**src/rtl/calculator_seq.sv**
```systemverilog
// Sequential unsigned calculator: add/sub/mul in one cycle, div/rem via
// a restoring shift-subtract divider, valid/ready on both sides.
module calculator_seq #(
    parameter int WIDTH     = 32,
    parameter int CNT_WIDTH = 16
) (
    input  logic                   clk,
    input  logic                   reset_low,
    input  logic                   in_valid,
    output logic                   in_ready,
    input  logic [WIDTH-1:0]       A,
    input  logic [WIDTH-1:0]       B,
    input  logic [2:0]             opcode,
    output logic                   out_valid,
    input  logic                   out_ready,
    output logic [2*WIDTH-1:0]     result,
    output logic [1:0]             status,
    output logic                   busy,
    output logic [CNT_WIDTH-1:0]   op_count
);

    localparam int IW = $clog2(WIDTH);

    localparam logic [1:0] ST_OK  = 2'd0;
    localparam logic [1:0] ST_DBZ = 2'd1;
    localparam logic [1:0] ST_BAD = 2'd2;

    typedef enum logic [1:0] {
        S_IDLE,
        S_DIV_ITER,
        S_DONE
    } state_t;

    state_t           r_state;
    logic             r_is_rem;
    logic [WIDTH-1:0] r_quot;
    logic [WIDTH-1:0] r_rem;
    logic [WIDTH-1:0] r_div;
    logic [IW-1:0]    r_iter;

    logic [WIDTH:0]       w_shift;
    logic [WIDTH:0]       w_diff;
    logic                 w_ge;
    logic [WIDTH-1:0]     w_rem_nx;
    logic [WIDTH-1:0]     w_quot_nx;
    logic [WIDTH:0]       w_sum;
    logic [WIDTH:0]       w_sub;
    logic [2*WIDTH-1:0]   w_prod;
    logic                 w_is_add;
    logic                 w_is_sub;
    logic                 w_is_mul;
    logic                 w_is_div;
    logic                 w_go_iter;
    logic [2*WIDTH-1:0]   w_fast_res;
    logic [1:0]           w_fast_st;

    // One restoring step: shift in next dividend bit, subtract if it fits
    assign w_shift   = {r_rem, r_quot[WIDTH-1]};
    assign w_diff    = w_shift - {1'b0, r_div};
    assign w_ge      = ~w_diff[WIDTH];
    assign w_rem_nx  = w_ge ? w_diff[WIDTH-1:0] : w_shift[WIDTH-1:0];
    assign w_quot_nx = {r_quot[WIDTH-2:0], w_ge};

    assign w_sum  = {1'b0, A} + {1'b0, B};
    assign w_sub  = {1'b0, A} - {1'b0, B};
    assign w_prod = {{WIDTH{1'b0}}, A} * {{WIDTH{1'b0}}, B};

    assign w_is_add  = (opcode == 3'd1);
    assign w_is_sub  = (opcode == 3'd2);
    assign w_is_mul  = (opcode == 3'd3);
    assign w_is_div  = (opcode == 3'd4) || (opcode == 3'd5);
    assign w_go_iter = w_is_div && (B != '0);

    always_comb begin
        w_fast_res = '0;
        w_fast_st  = ST_BAD;
        unique case (1'b1)
            w_is_add: begin
                w_fast_res = {{(WIDTH-1){1'b0}}, w_sum};
                w_fast_st  = ST_OK;
            end
            w_is_sub: begin
                w_fast_res = {{(WIDTH-1){1'b0}}, w_sub};
                w_fast_st  = ST_OK;
            end
            w_is_mul: begin
                w_fast_res = w_prod;
                w_fast_st  = ST_OK;
            end
            w_is_div: w_fast_st = ST_DBZ;
            default:  w_fast_st = ST_BAD;
        endcase
    end

    assign in_ready = (r_state == S_IDLE);
    assign busy     = (r_state != S_IDLE);

    always_ff @(posedge clk or negedge reset_low) begin
        if (!reset_low) begin
            r_state   <= S_IDLE;
            r_is_rem  <= 1'b0;
            r_quot    <= '0;
            r_rem     <= '0;
            r_div     <= '0;
            r_iter    <= '0;
            out_valid <= 1'b0;
            result    <= '0;
            status    <= ST_OK;
            op_count  <= '0;
        end else begin
            unique case (r_state)
                S_IDLE: begin
                    if (in_valid) begin
                        if (w_go_iter) begin
                            r_state  <= S_DIV_ITER;
                            r_is_rem <= (opcode == 3'd5);
                            r_quot   <= A;
                            r_rem    <= '0;
                            r_div    <= B;
                            r_iter   <= '0;
                        end else begin
                            r_state   <= S_DONE;
                            out_valid <= 1'b1;
                            result    <= w_fast_res;
                            status    <= w_fast_st;
                        end
                    end
                end
                S_DIV_ITER: begin
                    r_quot <= w_quot_nx;
                    r_rem  <= w_rem_nx;
                    r_iter <= r_iter + 1'b1;
                    if (r_iter == IW'(WIDTH-1)) begin
                        r_state   <= S_DONE;
                        out_valid <= 1'b1;
                        status    <= ST_OK;
                        result    <= r_is_rem ? {{WIDTH{1'b0}}, w_rem_nx}
                                              : {{WIDTH{1'b0}}, w_quot_nx};
                    end
                end
                S_DONE: begin
                    if (out_ready) begin
                        r_state   <= S_IDLE;
                        out_valid <= 1'b0;
                        op_count  <= op_count + 1'b1;
                    end
                end
                default: r_state <= S_IDLE;
            endcase
        end
    end

endmodule

```
**config.mk**
```make
export PLATFORM = sky130hd
export DESIGN_NAME = calculator_seq
export DESIGN_NICKNAME = d
export VERILOG_FILES = /design/src/rtl/calculator_seq.sv
export SDC_FILE = /design/constraint.sdc
export NUM_CORES = 2
export LEC_CHECK = 0
export ABC_AREA = 0
export CAP_MARGIN = 20
export CORE_ASPECT_RATIO = 1.1
export CORE_UTILIZATION = 62
export CTS_CLUSTER_DIAMETER = 80
export CTS_CLUSTER_SIZE = 30
export DETAILED_ROUTE_END_ITERATION = 8
export PLACE_DENSITY_LB_ADDON = 0.08
export SLEW_MARGIN = 30
export SYNTH_ARGS = -nofsm -noshare
export SYNTH_HDL_FRONTEND = slang
export SYNTH_SLANG_ARGS = --single-unit
```
**constraint.sdc**
```tcl
create_clock -name clk -period 4.9 [get_ports clk]
set_clock_uncertainty 0.2 [all_clocks]
set_input_delay 0.98 -clock clk [delete_from_list [all_inputs] [get_ports clk]]
set_output_delay 0.98 -clock clk [all_outputs]
set_load 0.005 [all_outputs]
```
======== Yosys cells after proc, flatten, opt, wreduce, memory -nomap -nowiden ========
Cells that the tools add are included.
word-level totals
  register bits ........................... 187
  bits of input ports ..................... 71
  output and inout port bits .............. 85
  word-level logic and storage cells ...... 75
cells by class
  add/subtract/negate cells ............... 5
  multiply operators ...................... 1
  eq/ne operators ......................... 13
  muxes and demuxes ....................... 31
  bitwise operators ....................... 1
  reduce and logical (&&, ||, !) cells .... 14
operator list
  cell                                                             count
  32-bit two-way mux                                               6
  64-bit two-way mux                                               3
  64-bit one-hot mux with 3 select lines                           1
  32-bit one-hot mux with 2 select lines                           2
  64-bit one-hot mux with 2 select lines                           1
  32-bit by 32-bit multiplier with 64-bit output                   1
  32-bit by 32-bit adder with 33-bit output                        1
  32-bit by 32-bit subtractor with 33-bit output                   1
  33-bit by 32-bit subtractor with 33-bit output                   1
  32-bit nonzero test                                              1
  16-bit by 1-bit adder with 16-bit output, second input constant  1
  2-bit two-way mux                                                7
  5-bit two-way mux                                                2
  5-bit one-hot mux with 2 select lines                            1
  3-bit AND reduction                                              3
  2-bit != test, second input constant                             4
  2-bit one-hot mux with 2 select lines                            2
  3-bit by 2-bit == test with 1-bit output, second input constant  2
  3-bit == test, second input constant                             2
  2-bit one-hot mux with 3 select lines                            1
  5-bit by 1-bit adder with 5-bit output, second input constant    1
  5-bit == test, second input constant                             1
  5-bit AND reduction                                              1
  1-bit two-way mux                                                4
  other kinds (14)                                                 15

======== Longest topological paths before layout ========
  depth after elaboration ................. 6
  depth in mapped cells ................... 29
  mapped depth without buffers ............ 26

======== Worst setup path before layout ========
No wires, ideal clock.
  path type ............................... input -> register
  from .................................... input B[2]
  to ...................................... register result[48]
  data arrival time ....................... 7.854 ns
  data required time ...................... 4.574 ns
  slack ................................... -3.279 ns
  stages .................................. 26
  path buffers ............................ 3
  path through ............................ clkbuf_1 -> clkbuf_1 -> and2_1 -> fa_1 -> inv_1 -> fa_1 -> fa_1 -> fa_1 -> inv_1 -> fa_1 -> inv_1 -> fa_1 -> inv_1 -> fa_1 -> fa_1 -> ha_1 -> clkbuf_1 -> nand4_1 -> or4_1 -> o41ai_1 -> o21ai_0 -> nand2_1 -> a21boi_1 -> o21ai_0 -> mux2i_1 -> nand2_1
between the ends
  longest elaborated chain between the ends .. 5
RTL lines
  what                                            RTL line  text
  start, declared                                 12        input logic [WIDTH-1:0] B,
  32-bit by 32-bit multiplier with 64-bit output  66        assign w_prod = {{WIDTH{1'b0}}, A} * {{WIDTH{1'b0}}, B};
  64-bit one-hot mux with 3 select lines          77        unique case (1'b1)
  64-bit two-way mux                              114       if (w_go_iter) begin
  64-bit two-way mux                              113       if (in_valid) begin
  64-bit one-hot mux with 2 select lines          111       unique case (r_state)
  end signal, assigned                            124       result <= w_fast_res;
  end signal, assigned                            137       result <= r_is_rem ? {{WIDTH{1'b0}}, w_rem_nx}
  end, declared                                   16        output logic [2*WIDTH-1:0] result,
Parallel ways exist; a longest one is shown, timed or not. The select of a mux whose other input is x is not followed.
A chain may end at the register's enable or synchronous reset.

======== Final worst setup path ========
  from .................................... input A[13]
  to ...................................... register result[62]
between the ends
  longest elaborated chain between the ends .. 5
RTL lines
  what                                            RTL line  text
  start, declared                                 11        input logic [WIDTH-1:0] A,
  32-bit by 32-bit multiplier with 64-bit output  66
  64-bit one-hot mux with 3 select lines          77
  64-bit two-way mux                              114
  64-bit two-way mux                              113
  64-bit one-hot mux with 2 select lines          111
No other way between the ends. The select of a mux whose other input is x is not followed.

==> flow_metrics.env <==
export IMPL_status="finished, violations left"
export IMPL_violations="negative setup slack"
export IMPL_post_place_ws_ps=-4130
export IMPL_avgRoutedWirePerCell_um=25.6
export IMPL_firstDrtPassIters=9
export IMPL_critPathKind="input pin to register"
export IMPL_place_congestion=0.964
export IMPL_vias=42332
export IMPL_synth_avg_cell_area_um2=8.84
export IMPL_ys_flop_type="dfrtp_1"
export IMPL_coreArea_um2=73300
export IMPL_netlist_area_um2=46000
export IMPL_synth_area_top_cells="fa_1 (39%), dfrtp_1 (10%), ha_1 (9.0%), and2_1 (8.1%), inv_1 (7.5%)"
export IMPL_multi_input_area_um2=39300
export IMPL_async_flop_share_pct=100
export IMPL_final_hold_violation_count=0
export IMPL_synth_top_area_share_pct=39.1
export IMPL_finalMaxSlewViolations=0
export IMPL_start_util_pct=62.8
export IMPL_post_route_period_util_pct=168
export IMPL_cts_buffer_depth=2
export IMPL_dieWidth_um=262
export IMPL_ant_nets=0
export IMPL_cts_root_buf="clkbuf_16"
export IMPL_synth_cells=5202
export IMPL_nets=7241
export IMPL_synth_cell_types=86
export IMPL_critPathMaxStageDelay_ps=710
export IMPL_synth_seq_area_share_pct=10.2
export IMPL_crit_path_top_delay_cell="fa_2"
export IMPL_grt_pass1_wl_mm=253
export IMPL_endpoint_kind="register"
export IMPL_worstPathArrival_ps=8450
export IMPL_die_area_um2=75300
export IMPL_cp_max_fo=8
export IMPL_cts_clk_slew_worst_paths_ps=80
export IMPL_setup_ws_ps=-3330
export IMPL_final_core_util_pct=82.1
export IMPL_startpoint="A[13]"
export IMPL_hold_class="input pin to asynchronous set/reset pin"
export IMPL_final_cell_mix="inv_1 (875), fa_1 (811), nand2_1 (672)"
export IMPL_drt_iter0_drc=4383
export IMPL_worst_pin_slew_ps=650
export IMPL_grt_use_total_pct=45.4
export IMPL_dp_hpwl_mm=118
export IMPL_synthesis_nets=6503
export IMPL_final_common_cell="inv_1"
export IMPL_seqCellArea_um2=4680
export IMPL_drv_cap=0
export IMPL_synth_top_area_cell="fa_1"
export IMPL_finalWirelength_mm=177
export IMPL_critPathTopFamily="adder cells"
export IMPL_hold_ws_ps=248
export IMPL_grt_ovfl_total=0
export IMPL_die_y_um=288
export IMPL_regToRegStartpoint="r_quot[31]$_DFFE_PN0P_"
export IMPL_place_area_um2=53800
export IMPL_critPathRequiredTime_ps=5110
export IMPL_fillers=4332
export IMPL_areaGrowthSynthToFinish_pct=30.7
export IMPL_io_pin_count=156
export IMPL_synth_edf_count=0
export IMPL_fin_area_um2=60100
export IMPL_fin_crit_ps=8230
export IMPL_portBuffers=155
export IMPL_yosysWarningCount=0
export IMPL_fmax_mhz=121
export IMPL_grt_max_degree=68
export IMPL_numCtsBuffers=17
export IMPL_h_tree_depth=4
export IMPL_antenna_found_initial=17
export IMPL_path_common_cell="fa_1"
export IMPL_insertion_delay_ps=480
export IMPL_cts_sinks=187
export IMPL_post_route_drc_count=0
export IMPL_maxSlewHeadroom_pct=56.5
export IMPL_path_buf_inv=7
export IMPL_rsz0062_at_grt="true"
export IMPL_cp_start_kind="input pin"
export IMPL_rows=104
export IMPL_grt_pass1_vias=43630
export IMPL_drive_above_1_share_pct=25.0
export IMPL_via_per_inst=6.12
export IMPL_cts_tree="built"
export IMPL_synth_seq_cells=187
export IMPL_setup_viol=59
[metrics by stage]
step	setup TNS, ps	cells
after floorplan	-132300	5202
after global routing	-160370	6912
after global placement	-201830	6652
after CTS	-142760	6874
after detailed placement	-203450	6652
final	-156600	6919
[Yosys cell counts (13+ instances only)]
master / instances
a211oi_1: 20
a21o_1: 71
a21oi_1: 171
a221o_1: 13
a22oi_1: 46
a31oi_1: 17
and2_1: 597
and3_1: 18
buf_2: 17
clkbuf_1: 283
dfrtp_1: 187
fa_1: 898
ha_1: 332
inv_1: 919
mux2i_1: 29
nand2_1: 694
nand3_1: 71
nand4_1: 28
nor2_1: 118
nor2b_1: 17
nor3_1: 48
o211ai_1: 21
o21a_1: 25
o21ai_0: 189
o21bai_1: 19
xnor2_1: 99
xor2_1: 48
[final timing paths]
kind                                             to  slack [ps]  cells past startpoint
setup / recovery             result[62]$_DFFE_PN0P_       -3330                     27
hold / removal               result[59]$_DFFE_PN0P_         250                      1
setup reg to reg             result[20]$_DFFE_PN0P_         520                     15
hold reg to reg            op_count[15]$_DFFE_PN0P_         280                      1
max in group asynchronous     r_quot[6]$_DFFE_PN0P_        3300                      2
min in group clk           op_count[15]$_DFFE_PN0P_         280                      1
[final cells by class]
cell class	count	share of cell area, %
antenna	12	0.0500
tap	954	1.99
clock buffer	17	0.708
timing repair buffer	1038	18.1
sequential	187	7.79
inverter	919	5.74
multi-input combinational	3777	65.4
clock inverter	15	0.318
[registers in the layout, summed over array words and instances, names as in the netlist]
signal     flops
r_quot        32
r_iter         5
out_valid      1
op_count      16
r_div         32
r_rem         32
status         2
r_is_rem       1
r_state        2
result        64
[routing by layer]
metal  share of wire [%]  vias to the layer above  GRT usage [%]  wire length [um]
li1                    -                    17624              -                 -
met1                  33                    20890           53.5             57900
met2                  45                     2783           70.9             80200
met3                  12                     1022           12.2             21600
met4                 9.9                       13           34.2             17500
met5                0.14                        -              0               249
[kinds of logic (layout without fill, tap and decap cells)]
kind of cell | after synthesis | in the layout | share of synthesized area, %
and+or+nand+nor | 1657 | 1657 | 18.0
buffers and inverters | 1238 | 1989 | 10.2
adders and majority gates | 1230 | 1230 | 48.1
AOI/OAI and AO/OA | 706 | 706 | 9.89
DFF | 187 | 187 | 10.2
xor gates and xnor gates | 147 | 147 | 2.80
muxes | 37 | 37 | 0.827
other | 0 | 12 | 0
[repair_timing]
| item | CTS | global route |
|---|---|---|
| hold endpoints to repair | 0 | 0 |
| gates cloned | 32 | 0 |
| pin swaps | 322 | 226 |
| buffers inserted | 171 | 49 |
| hold buffers | 0 | 0 |
| resized for setup | 833 | 225 |
| endpoints found under the setup margin | 59 | 59 |
[worst register-to-register path, cell delays in order, from the launching register on]
cell and delay [ps]:
dfrtp_1 390, inv_1 100, ha_1 170, inv_1 50, fa_1 430, a211oi_1 340, o21ai_0 230, a21oi_1 290
a211oi_2 110, a21oi_1 360, o211ai_1 220, nor2_4 300, buf_12 250, mux2i_1 340, a21oi_1 110, a221o_1 350
Power is left out: the tool's default activity adds up to more than one toggle a clock period on the data nets, which glitch-free logic cannot reach.
